File: src/rtl/mem_arb_pkg.sv
// Shared types for the CPU/DMA memory bus arbiter.
// Optional build macro: MEM_ARB_ROUND_ROBIN_EN.
package mem_arb_pkg;

    localparam int ARB_AW = 32;
    localparam int ARB_DW = 32;

    typedef enum logic [1:0] {
        IDLE,
        ACCESS,
        DATA
    } state_e;

    typedef enum logic {
        OWN_CPU,
        OWN_DMA
    } owner_e;

    typedef struct packed {
        logic              we;
        logic [ARB_AW-1:0] addr;
        logic [ARB_DW-1:0] wdata;
        logic [1:0]        width;
    } req_t;

endpackage

File: src/rtl/mem_arb_pick.sv
// Combinational winner select between the CPU and DMA requests.
// MEM_ARB_ROUND_ROBIN_EN: ties go to the master that lost the last grant.
module mem_arb_pick
    import mem_arb_pkg::*;
(
    input  logic   i_cpu_req,
    input  logic   i_dma_req,
`ifdef MEM_ARB_ROUND_ROBIN_EN
    input  owner_e i_last,
`endif
    output logic   o_vld,
    output owner_e o_win
);

    always_comb begin
        o_vld = i_cpu_req | i_dma_req;
        o_win = OWN_CPU;
        if (i_cpu_req && i_dma_req) begin
`ifdef MEM_ARB_ROUND_ROBIN_EN
            o_win = (i_last == OWN_CPU) ? OWN_DMA : OWN_CPU;
`else
            o_win = OWN_DMA;
`endif
        end else if (i_dma_req) begin
            o_win = OWN_DMA;
        end
    end

endmodule

File: src/rtl/mem_bus_arbiter.sv
// Two-master (CPU/DMA) single-beat sequencer for the shared memory bus.
// Optional build macro: MEM_ARB_ROUND_ROBIN_EN (round-robin tie break).
module mem_bus_arbiter
    import mem_arb_pkg::*;
#(
    parameter int AW = ARB_AW,
    parameter int DW = ARB_DW
) (
    input  logic          clk,
    input  logic          rst_n,
    input  logic          cpu_req,
    input  logic          cpu_we,
    input  logic [AW-1:0] cpu_addr,
    input  logic [DW-1:0] cpu_wdata,
    input  logic [1:0]    cpu_width,
    output logic          cpu_gnt,
    output logic          cpu_done,
    output logic [DW-1:0] cpu_rdata,
    input  logic          dma_req,
    input  logic          dma_we,
    input  logic [AW-1:0] dma_addr,
    input  logic [DW-1:0] dma_wdata,
    input  logic [1:0]    dma_width,
    output logic          dma_gnt,
    output logic          dma_done,
    output logic [DW-1:0] dma_rdata,
    output logic [AW-1:0] mem_addr,
    output logic [DW-1:0] mem_wdata,
    output logic [1:0]    mem_width,
    output logic          mem_read,
    output logic          mem_write,
    input  logic [DW-1:0] mem_rdata,
    input  logic          mem_ok
);

    state_e        r_state;
    state_e        w_next;
    owner_e        r_owner;
    req_t          r_req;
    logic          r_cpu_gnt;
    logic          r_dma_gnt;
    logic          r_cpu_done;
    logic          r_dma_done;
    logic [DW-1:0] r_cpu_rdata;
    logic [DW-1:0] r_dma_rdata;

    logic          w_vld;
    owner_e        w_win;
    logic          w_latch;
    logic          w_fin;
    logic          w_cap;
    req_t          w_cpu_fld;
    req_t          w_dma_fld;
    req_t          w_win_fld;

`ifdef MEM_ARB_ROUND_ROBIN_EN
    owner_e        r_last;
`endif

    assign w_cpu_fld = '{
        we:    cpu_we,
        addr:  ARB_AW'(cpu_addr),
        wdata: ARB_DW'(cpu_wdata),
        width: cpu_width
    };
    assign w_dma_fld = '{
        we:    dma_we,
        addr:  ARB_AW'(dma_addr),
        wdata: ARB_DW'(dma_wdata),
        width: dma_width
    };
    assign w_win_fld = (w_win == OWN_DMA) ? w_dma_fld : w_cpu_fld;

    mem_arb_pick u_pick (
        .i_cpu_req (cpu_req),
        .i_dma_req (dma_req),
`ifdef MEM_ARB_ROUND_ROBIN_EN
        .i_last    (r_last),
`endif
        .o_vld     (w_vld),
        .o_win     (w_win)
    );

    always_ff @(posedge clk or negedge rst_n) begin
        if (!rst_n) begin
            r_state <= IDLE;
        end else begin
            r_state <= w_next;
        end
    end

    always_comb begin
        w_next    = r_state;
        w_latch   = 1'b0;
        w_fin     = 1'b0;
        w_cap     = 1'b0;
        mem_read  = 1'b0;
        mem_write = 1'b0;
        unique case (r_state)
            IDLE: begin
                if (w_vld) begin
                    w_next  = ACCESS;
                    w_latch = 1'b1;
                end
            end
            ACCESS: begin
                mem_read  = ~r_req.we;
                mem_write = r_req.we;
                if (mem_ok) begin
                    w_fin  = r_req.we;
                    w_next = r_req.we ? IDLE : DATA;
                end
            end
            DATA: begin
                // address and read stay up so the RAM output remains valid
                mem_read = 1'b1;
                if (mem_ok) begin
                    w_next = IDLE;
                    w_fin  = 1'b1;
                    w_cap  = 1'b1;
                end
            end
            default: begin
                w_next = IDLE;
            end
        endcase
    end

    always_ff @(posedge clk or negedge rst_n) begin
        if (!rst_n) begin
            r_owner     <= OWN_CPU;
            r_req       <= '0;
            r_cpu_gnt   <= 1'b0;
            r_dma_gnt   <= 1'b0;
            r_cpu_done  <= 1'b0;
            r_dma_done  <= 1'b0;
            r_cpu_rdata <= '0;
            r_dma_rdata <= '0;
        end else begin
            if (w_latch) begin
                r_owner <= w_win;
                r_req   <= w_win_fld;
            end
            r_cpu_gnt  <= w_latch && (w_win == OWN_CPU);
            r_dma_gnt  <= w_latch && (w_win == OWN_DMA);
            r_cpu_done <= w_fin && (r_owner == OWN_CPU);
            r_dma_done <= w_fin && (r_owner == OWN_DMA);
            if (w_cap && (r_owner == OWN_CPU)) begin
                r_cpu_rdata <= mem_rdata;
            end
            if (w_cap && (r_owner == OWN_DMA)) begin
                r_dma_rdata <= mem_rdata;
            end
        end
    end

`ifdef MEM_ARB_ROUND_ROBIN_EN
    always_ff @(posedge clk or negedge rst_n) begin
        if (!rst_n) begin
            r_last <= OWN_CPU;
        end else if (w_latch) begin
            r_last <= w_win;
        end
    end
`endif

    assign cpu_gnt   = r_cpu_gnt;
    assign dma_gnt   = r_dma_gnt;
    assign cpu_done  = r_cpu_done;
    assign dma_done  = r_dma_done;
    assign cpu_rdata = r_cpu_rdata;
    assign dma_rdata = r_dma_rdata;
    assign mem_addr  = AW'(r_req.addr);
    assign mem_wdata = DW'(r_req.wdata);
    assign mem_width = r_req.width;

endmodule
File: config.mk
export PLATFORM = sky130hd
export DESIGN_NAME = mem_bus_arbiter
export DESIGN_NICKNAME = d
export VERILOG_FILES = /design/src/rtl/mem_arb_pkg.sv /design/src/rtl/mem_arb_pick.sv /design/src/rtl/mem_bus_arbiter.sv
export SDC_FILE = /design/constraint.sdc
export NUM_CORES = 1
export LEC_CHECK = 0
export ABC_AREA = 1
export CAP_MARGIN = 25
export CELL_PAD_IN_SITES_DETAIL_PLACEMENT = 0
export CELL_PAD_IN_SITES_GLOBAL_PLACEMENT = 1
export CORE_ASPECT_RATIO = 1.75
export CORE_MARGIN = 1
export CORE_UTILIZATION = 29
export DETAILED_ROUTE_END_ITERATION = 16
export PLACE_DENSITY = 0.87
export SLEW_MARGIN = 25
export SYNTH_ARGS = -nofsm -noshare
export SYNTH_HDL_FRONTEND = slang
export SYNTH_SLANG_ARGS = --single-unit
File: constraint.sdc
create_clock -name clk -period 1.7 [get_ports clk]
set_input_delay 0.34 -clock clk [delete_from_list [all_inputs] [get_ports clk]]
set_output_delay 0.34 -clock clk [all_outputs]
set_load 0.01 [all_outputs]
Word level (Yosys, flattened, before mapping):

Cells that the tools add are included.

* register bits after elaboration: 138
* bits of input ports: 171
* output and inout bits: 136
* logic and storage cells: 46

* eq/ne operators: 5
* mux-type cells: 16
* bitwise gates (word level): 4
* reduce and logical (&&, ||, !) cells: 9

Operator list (count)
* 2-to-1 mux 67 bit: 1
* 2-to-1 mux 1 bit: 8
* 2-to-1 mux 2 bit: 4
* logical AND 1 bit: 7
* one-hot mux 2 bit (3 select lines): 1
* inequality test 2 bit (second input constant): 2
* one-hot mux 1 bit (2 select lines): 2
* NOT 1 bit: 3
* AND reduction 3 bit: 1
* equality test 2 x 1 -> 1 bit (second input constant): 1
* equality test 2 bit (second input constant): 1
* zero test 2 bit: 1
* inequality test 2 x 1 -> 1 bit (second input constant): 1
* bitwise OR 1 bit: 1

Longest topological paths before layout:

* word-level depth: 4
* depth in mapped cells: 8
* gate-level depth less buffers: 6

By module:

A second synthesis with hierarchy kept.

* cells, all modules: 711
* area total of the unflattened synthesis: 6133.4 µm²

Modules (own cells, without submodules)
* mem_bus_arbiter: instances 1, cells each 707, area each 6118.4 µm², sequential area each 3453.3 µm²
* mem_arb_pick: instances 1, cells each 4, area each 15.0 µm², sequential area each 0.0 µm²

Least setup slack after synthesis:

OpenSTA, ideal clock, no wires.

* path kind: register -> register
* from: reg r_state[0]
* to: reg r_cpu_rdata[10] (netlist: cpu_rdata[10])
* library setup time: 0.130 ns
* data arrival time: 1.281 ns
* required time: 1.570 ns
* path slack: 0.289 ns
* stages on the path, launching flop included: 7
* path buffers: 1
* clock period less this slack: 1.411 ns
* cells stage by stage: dfrtp_1 -> inv_1 -> ha_1 -> nand3_1 -> clkbuf_1 -> nand2_1 -> o21ai_0

* cells in the longest elaborated chain, start to end: 3

RTL lines
* start, declared: line mem_bus_arbiter.sv:36 `state_e r_state;`
* start signal, assigned: line mem_bus_arbiter.sv:88 `r_state <= w_next;`
* equality test 2 bit: line mem_bus_arbiter.sv:99 `unique case (r_state)`
* 2-to-1 mux 1 bit: line mem_bus_arbiter.sv:99
* logical AND 1 bit: line mem_bus_arbiter.sv:148 `if (w_cap && (r_owner == OWN_CPU)) begin`
* end signal, assigned: line mem_bus_arbiter.sv:149 `r_cpu_rdata <= mem_rdata;`
* end, declared: line mem_bus_arbiter.sv:44 `logic [DW-1:0] r_cpu_rdata;`

No other way between the ends.
A chain may end at the register's enable or synchronous reset.

Final worst setup path:

* from: reg r_state[0]
* to: out mem_read

* cells in the longest elaborated chain, start to end: 2
* elaborated cells between the ends (all ways): 3
* classes of those cells: eq/ne: 2; mux: 1

RTL lines
* equality test 2 bit / equality test 2 x 1 -> 1 bit (equally long branches): line mem_bus_arbiter.sv:99
* one-hot mux 1 bit (2 select lines) (*): line mem_bus_arbiter.sv:99
* end, declared: line mem_bus_arbiter.sv:30 `output logic mem_read,`

Mark *: on every way between the ends. The rest lies on a longest branch, timed or not.

==> results.cfg <==
[status]
status = finished, violations left
violations = setup timing

[pwr]
p_int_mw = 10.4
p_sw_frac = 0.349
peakVddDrop_uv = 642
p_leak_nw = 5.85
pwr-share-comb = 0.425
seq_power_share = 0.345
power_mw = 16.0
clkPwrFrac = 0.230
switching_power_mw = 5.60
power-per-cell-area_mw_per_mm2 = 1550

[hold_path]
hold_path.class = primary input to flop

[sta]
min_period_ns = 1.77
slew_headroom = 0.718
setup_slack_ns = -0.0693
finalSetupViolCount = 2
rsz0062_at_grt = yes
skew_ns = 0.00796
finalCritPeriodShare = 1.04
fmax_mhz = 565
hold_viol_final = 0
tightest_slew_ns = 0.423
final_max_slew_viol_count = 0
whs_ns = 0.331

[detailed_routing]
wl_met1_um = 7060
drc = 0
dr.first_iter.drc_count = 234
highest_layer = met4
vias = 5794
dr.pass1.iters = 6
via_per_inst = 4.15
wl_met2_um = 10900
wirelength_um = 19500
wire_per_inst_um = 13.9
dr_wl_met3_um = 967
final_antenna_net_count = 0

[synth]
synth_warnings = 0
synth_cell_types = 13
synth_fp_nets = 1023
synth_seq_area_share = 0.530
ys_ff_latch = 138
synthesis.area_mm2 = 0.00651
yosys.area.top_type = dfrtp_1
syn_avg_cell_area_um2 = 7.68
ys_top_cells_by_area = dfrtp_1 53%, nand2_1 28%, buf_4 7.7%
synth_top_area_share = 0.530
synthCells = 848

[clock_network]
cts_max_path_buffers = 2
htreeDepth = 4
numCtsBuffers = 17
clk_pin_slew_ns = 0.06
cts_tree = done
clk_latency_ns = 0.42
clock-root-buffer = clkbuf_16
cts_sinks = 138

[worst_setup_path]
cp-start-kind = flop
reg2reg_depth = 7
crit_fanout = 2
cp.required_ns = 1.36
critPathKind = flop to output pin
cp-endpoint = mem_read
r2r-end = cpu_rdata[2]$_DFFE_PN0P_
crit-reg2reg-launch = r_state[1]$_DFFE_PN0P_
rrSetupSlack_ns = 0.23
critPathArrivalTime_ns = 1.43
startpoint = r_state[0]$_DFFE_PN0P_
end_kind = output pin

[final_layout]
fin_nets = 1262
fin_cells = 1397
final_common_cell = nand2_1
final_cell_mix = 479 x nand2_1, 214 x clkdlybuf4s50_1, 138 x dfrtp_1
area_growth_pct = 58.4
drive_above_1_share = 0.0618

[global_routing]
grt_first_pass_wirelength_um = 30900
grt_usage = 0.177
antenna_found_initial = 1
grt_max_degree = 69
grt_pass1_vias = 5880
gr-total-overflow = 0

[floorplan]
die_h_um = 200
coreArea_mm2 = 0.0221
core.rowCount = 72
die_x_um = 115
start_util = 0.295
dieArea_mm2 = 0.0231
ios = 307

[job]
max_cap_viol_count = 0

[place]
dp_hpwl_um = 14400
gp_congestion = 0.802
pre_cts_ws_ns = -0.0952
placed_cells = 1362
io_buffers = 306
[critical path, stage by stage, from the launching register on]
cell	delay [ns]
dfrtp_1	0.37
inv_2	0.08
ha_4	0.27
o21ai_2	0.05
a21oi_1	0.10
buf_2	0.15
[layout make-up]
class | count | area [um^2]
Multi-Input combinational cell | 561 | 2290
Inverter | 42 | 158
Clock inverter | 14 | 146
Antenna cell | 1 | 2.50
Sequential cell | 138 | 3450
Clock buffer | 18 | 439
Fill cell | 2210 | 11800
Tap cell | 296 | 370
Timing Repair Buffer | 327 | 3460
[flip-flops by register name (all words and copies together) (netlist names), 2 cells and up]
name and cells:
mem_width 2, mem_wdata 32, r_state 2, cpu_rdata 32
dma_rdata 32, mem_addr 32
[logic make-up after synthesis]
| kind of cell | Yosys count | share of synthesized area |
|---|---|---|
| compound gates | 69 | 0.0547 |
| flops | 138 | 0.530 |
| fa+ha+maj | 4 | 0.00768 |
| buf+inv | 149 | 0.126 |
| simple gates | 488 | 0.282 |
[per-stage QoR]
stage,util,TNS (ns),area [um^2]
3_5_place_dp,0.434,-0.118,9570
5_1_grt,0.468,-0.312,10300
4_1_cts,0.461,-0.155,10200
2_1_floorplan,-,0,6520
3_3_place_gp,0.434,-0.0823,9570
6_report,0.468,-0.111,10300
[worst min path at each step]
stage | startpoint | endpoint | slack [ns] | cells past startpoint
detailed placement | rst_n | cpu_rdata[29]$_DFFE_PN0P_ | 0.29 | 1
global route | dma_req | dma_gnt$_DFF_PN0_ | 0.33 | 3
global placement | rst_n | dma_rdata[28]$_DFFE_PN0P_ | 0.29 | 1
finish | dma_req | dma_gnt$_DFF_PN0_ | 0.33 | 3
floorplan | rst_n | cpu_done$_DFF_PN0_ | 0.04 | 0
CTS | dma_req | dma_gnt$_DFF_PN0_ | 0.31 | 3
[routing by layer]
layer	global-route usage	vias up
li1	-	2980
met1	0.184	2588
met2	0.330	198
met3	0.0375	28
met4	0.0812	0
met5	0	-
[timing repair]
action                                  CTS  global route
hold endpoints to repair                 37             0
pin swaps                                 2             0
endpoints found under the setup margin   35            57
setup buffers                             1             0
gates resized for setup                  53            56
hold buffers                              1             0
[synth_stat cells]
library cell / number
dfrtp_1: 138
clkbuf_1: 34
a21oi_1: 1
ha_1: 4
nor2_1: 5
nand2_1: 479
o21ai_0: 67
buf_4: 67
o21ai_4: 1
inv_2: 2
buf_2: 6
inv_1: 40
nand3_1: 4
[power groups by stage]
| stage | clock [mW] | sequential, mW | combinational, mW |
|---|---|---|---|
| 2_1_floorplan | 0 | 5.82 | 3.48 |
| 3_3_place_gp | 0 | 5.56 | 7.13 |
| 3_5_place_dp | 0 | 5.61 | 7.20 |
| 4_1_cts | 3.81 | 5.57 | 7.08 |
| 5_1_grt | 3.93 | 5.73 | 7.55 |
| 6_report | 3.68 | 5.54 | 6.81 |
(Power assumes the default switching activity.)
==> patch, RTL diff (same flow settings) <==
Build with the macro `MEM_ARB_ROUND_ROBIN_EN` defined.
--- a/src/rtl/mem_arb_pick.sv
+++ b/src/rtl/mem_arb_pick.sv
@@ -1,4 +1,6 @@
 // Combinational winner select between the CPU and DMA requests.
 // MEM_ARB_ROUND_ROBIN_EN: ties go to the master that lost the last grant.
+`define MEM_ARB_ROUND_ROBIN_EN
+
 module mem_arb_pick
     import mem_arb_pkg::*;
Check against the original RTL: not equivalent (a bounded check fails within 4 cycles, from zero or initial values and one cycle with rst_n low).
==> patch against the unedited design <==
- the flow still finishes with violations (setup timing)
- clock skew barely moved
- setup slack lost 0.012 ns
- design area rose by 1.1%
- largest power group unchanged
- clock power grew 5%
- wire length increased by 10%
- area after synthesis fell by 0.63%
- die area fell by 0.63%
- power increased by 9.6%
- utilization is 0.72 points higher
- synthesized cell count decreased by 14%
- sequential cell count unchanged
- critical path type unchanged
- sequential power rose by 2%
- hold slack gained 0.032 ns
==> patch: results (changes against the unedited design) <==
stage	metric	value	unit	change
status	status	complete, but fails checks		unchanged
status	failing checks	setup timing		unchanged
grt	met3 Use GR	5.43	%	was 3.75%
final_layout	Design Area, Final	0.0104	mm2	was 0.0103 mm2
grt	first-pass GRT wire length	32.6	mm	was 30.9 mm
logic_synthesis	Synth warnings	0		unchanged
clocking	Post-CTS Resized	43		was 53
grt	vias in the first global route	6132		was 5880
logic_synthesis	unique cell type count in the Yosys netlist	22		was 13
pwr	Seq pwr share	32.1	%	was 34.5%
pwr	VDD IR max	988	uV	was 642 uV
route	DRT Pass-1 Iters	5		was 6
logic_synthesis	sequential element share of the synthesized area	53.3	%	was 53.0%
placement	Setup WS pre-CTS	-0.194	ns	was -0.0952 ns
final_layout	final-layout non-clock buffer area share	35.4	%	was 33.5%
sta	Setup WS post-layout	-0.0816	ns	was -0.0693 ns
final_layout	Inverters	40		was 42
logic_synthesis	post-synthesis adder-cell area fraction	0.773	%	was 0.768%
pwr	clock share of power	22.0	%	was 23.0%
clocking	post-CTS setup repair buffer count	2		was 1
sta	Final setup viols	2		unchanged
placement	Post-Place Cells	1248		was 1362
worst_setup_path	Critical Path Sink	mem_write		was mem_read
final_layout	Seq cells	138		unchanged
hold_path	Hold Path Class	input port to async pin		was input port to flop
grt	pin count of the biggest net entering global routing	65		was 69
placement	GP Congestion	0.783		was 0.802
logic_synthesis	Synth Instances	728		was 848
final_layout	Clock Buffer Count	21		was 18
grt	routing usage on met2	33.9	%	was 33.0%
pwr	Tot Pwr	17.6	mW	was 16.0 mW
logic_synthesis	Synth Area in Compound Gates	5.59	%	was 5.47%
route	Avg WL per Cell	16.8	um	was 13.9 um
final_layout	Syn-to-layout area delta	61.2	%	was 58.4%
sta	hold slack	0.363	ns	was 0.331 ns
sta	Least-Margin Pin Slew	0.375	ns	was 0.423 ns
logic_synthesis	top cells by area, synth	dfrtp_1 53%, nand3_1 10%, buf_4 8.6%		was dfrtp_1 53%, nand2_1 28%, buf_4 7.7%
logic_synthesis	top cells by count, synth	141 x nand2_1, 138 x dfrtp_1, 135 x nand3_1, 74 x buf_4, 67 x nand4_1		was 479 x nand2_1, 138 x dfrtp_1, 67 x buf_4, 67 x o21ai_0, 40 x inv_1
final_layout	filler instances	2155		was 2210
pwr	Internal	11.3	mW	was 10.4 mW
pwr	Leak	5.53	nW	was 5.85 nW
final_layout	Post-Layout Cell Count	1283		was 1397
worst_setup_path	worst reg2reg startpoint	r_state[1]		unchanged
grt	initial antenna violation count	1		unchanged
route	Initial DRC Count	298		was 234
final_layout	layout cells sized above 1	9.23	%	was 6.18%
grt	Total GRT Usage	18.9	%	was 17.7%
sta	clk_skew	0.00765	ns	was 0.00796 ns
final_layout	Buffers excl. clock	349		was 327
final_layout	Multi-input comb cells	428		was 561
route	DR vias	6038		was 5794
logic_synthesis	Syn Nets	903		was 1023
sta	TNS Setup	-0.156	ns	was -0.111 ns
final_layout	Layout clock area frac	5.86	%	was 5.67%
final_layout	Multi-input gate area	0.00215	mm2	was 0.00229 mm2
-- patch: cell types whose count changed in the layout (fill, tap and decap cells not counted), moves of 9 or more --
cell | before | now
buf_4 | 7 | 29
clkdlybuf4s50_1 | 214 | 205
dlygate4sd2_1 | 33 | 22
dlymetal6s2s_1 | 55 | 75
nand2_1 | 479 | 141
nand3_1 | 2 | 135
nand4_1 | 0 | 67
o21ai_0 | 66 | 54
o21ai_1 | 0 | 11
-- patch: per-layer routing --
| layer | wire [um] | vias to the layer above |
|---|---|---|
| met3 | 1480 | 27 |
| met1 | 8160 | 2885 |
| met5 | 0 | - |
| met4 | 460 | 0 |
| met2 | 11400 | 241 |
| li1 | - | 2885 |
-- patch: worst max-delay path, cell delays in order, from the launching register on --
cell	delay (ns)
dfrtp_1	0.40
buf_6	0.13
ha_4	0.16
buf_4	0.13
nand2_1	0.05
inv_1	0.05
buf_6	0.12
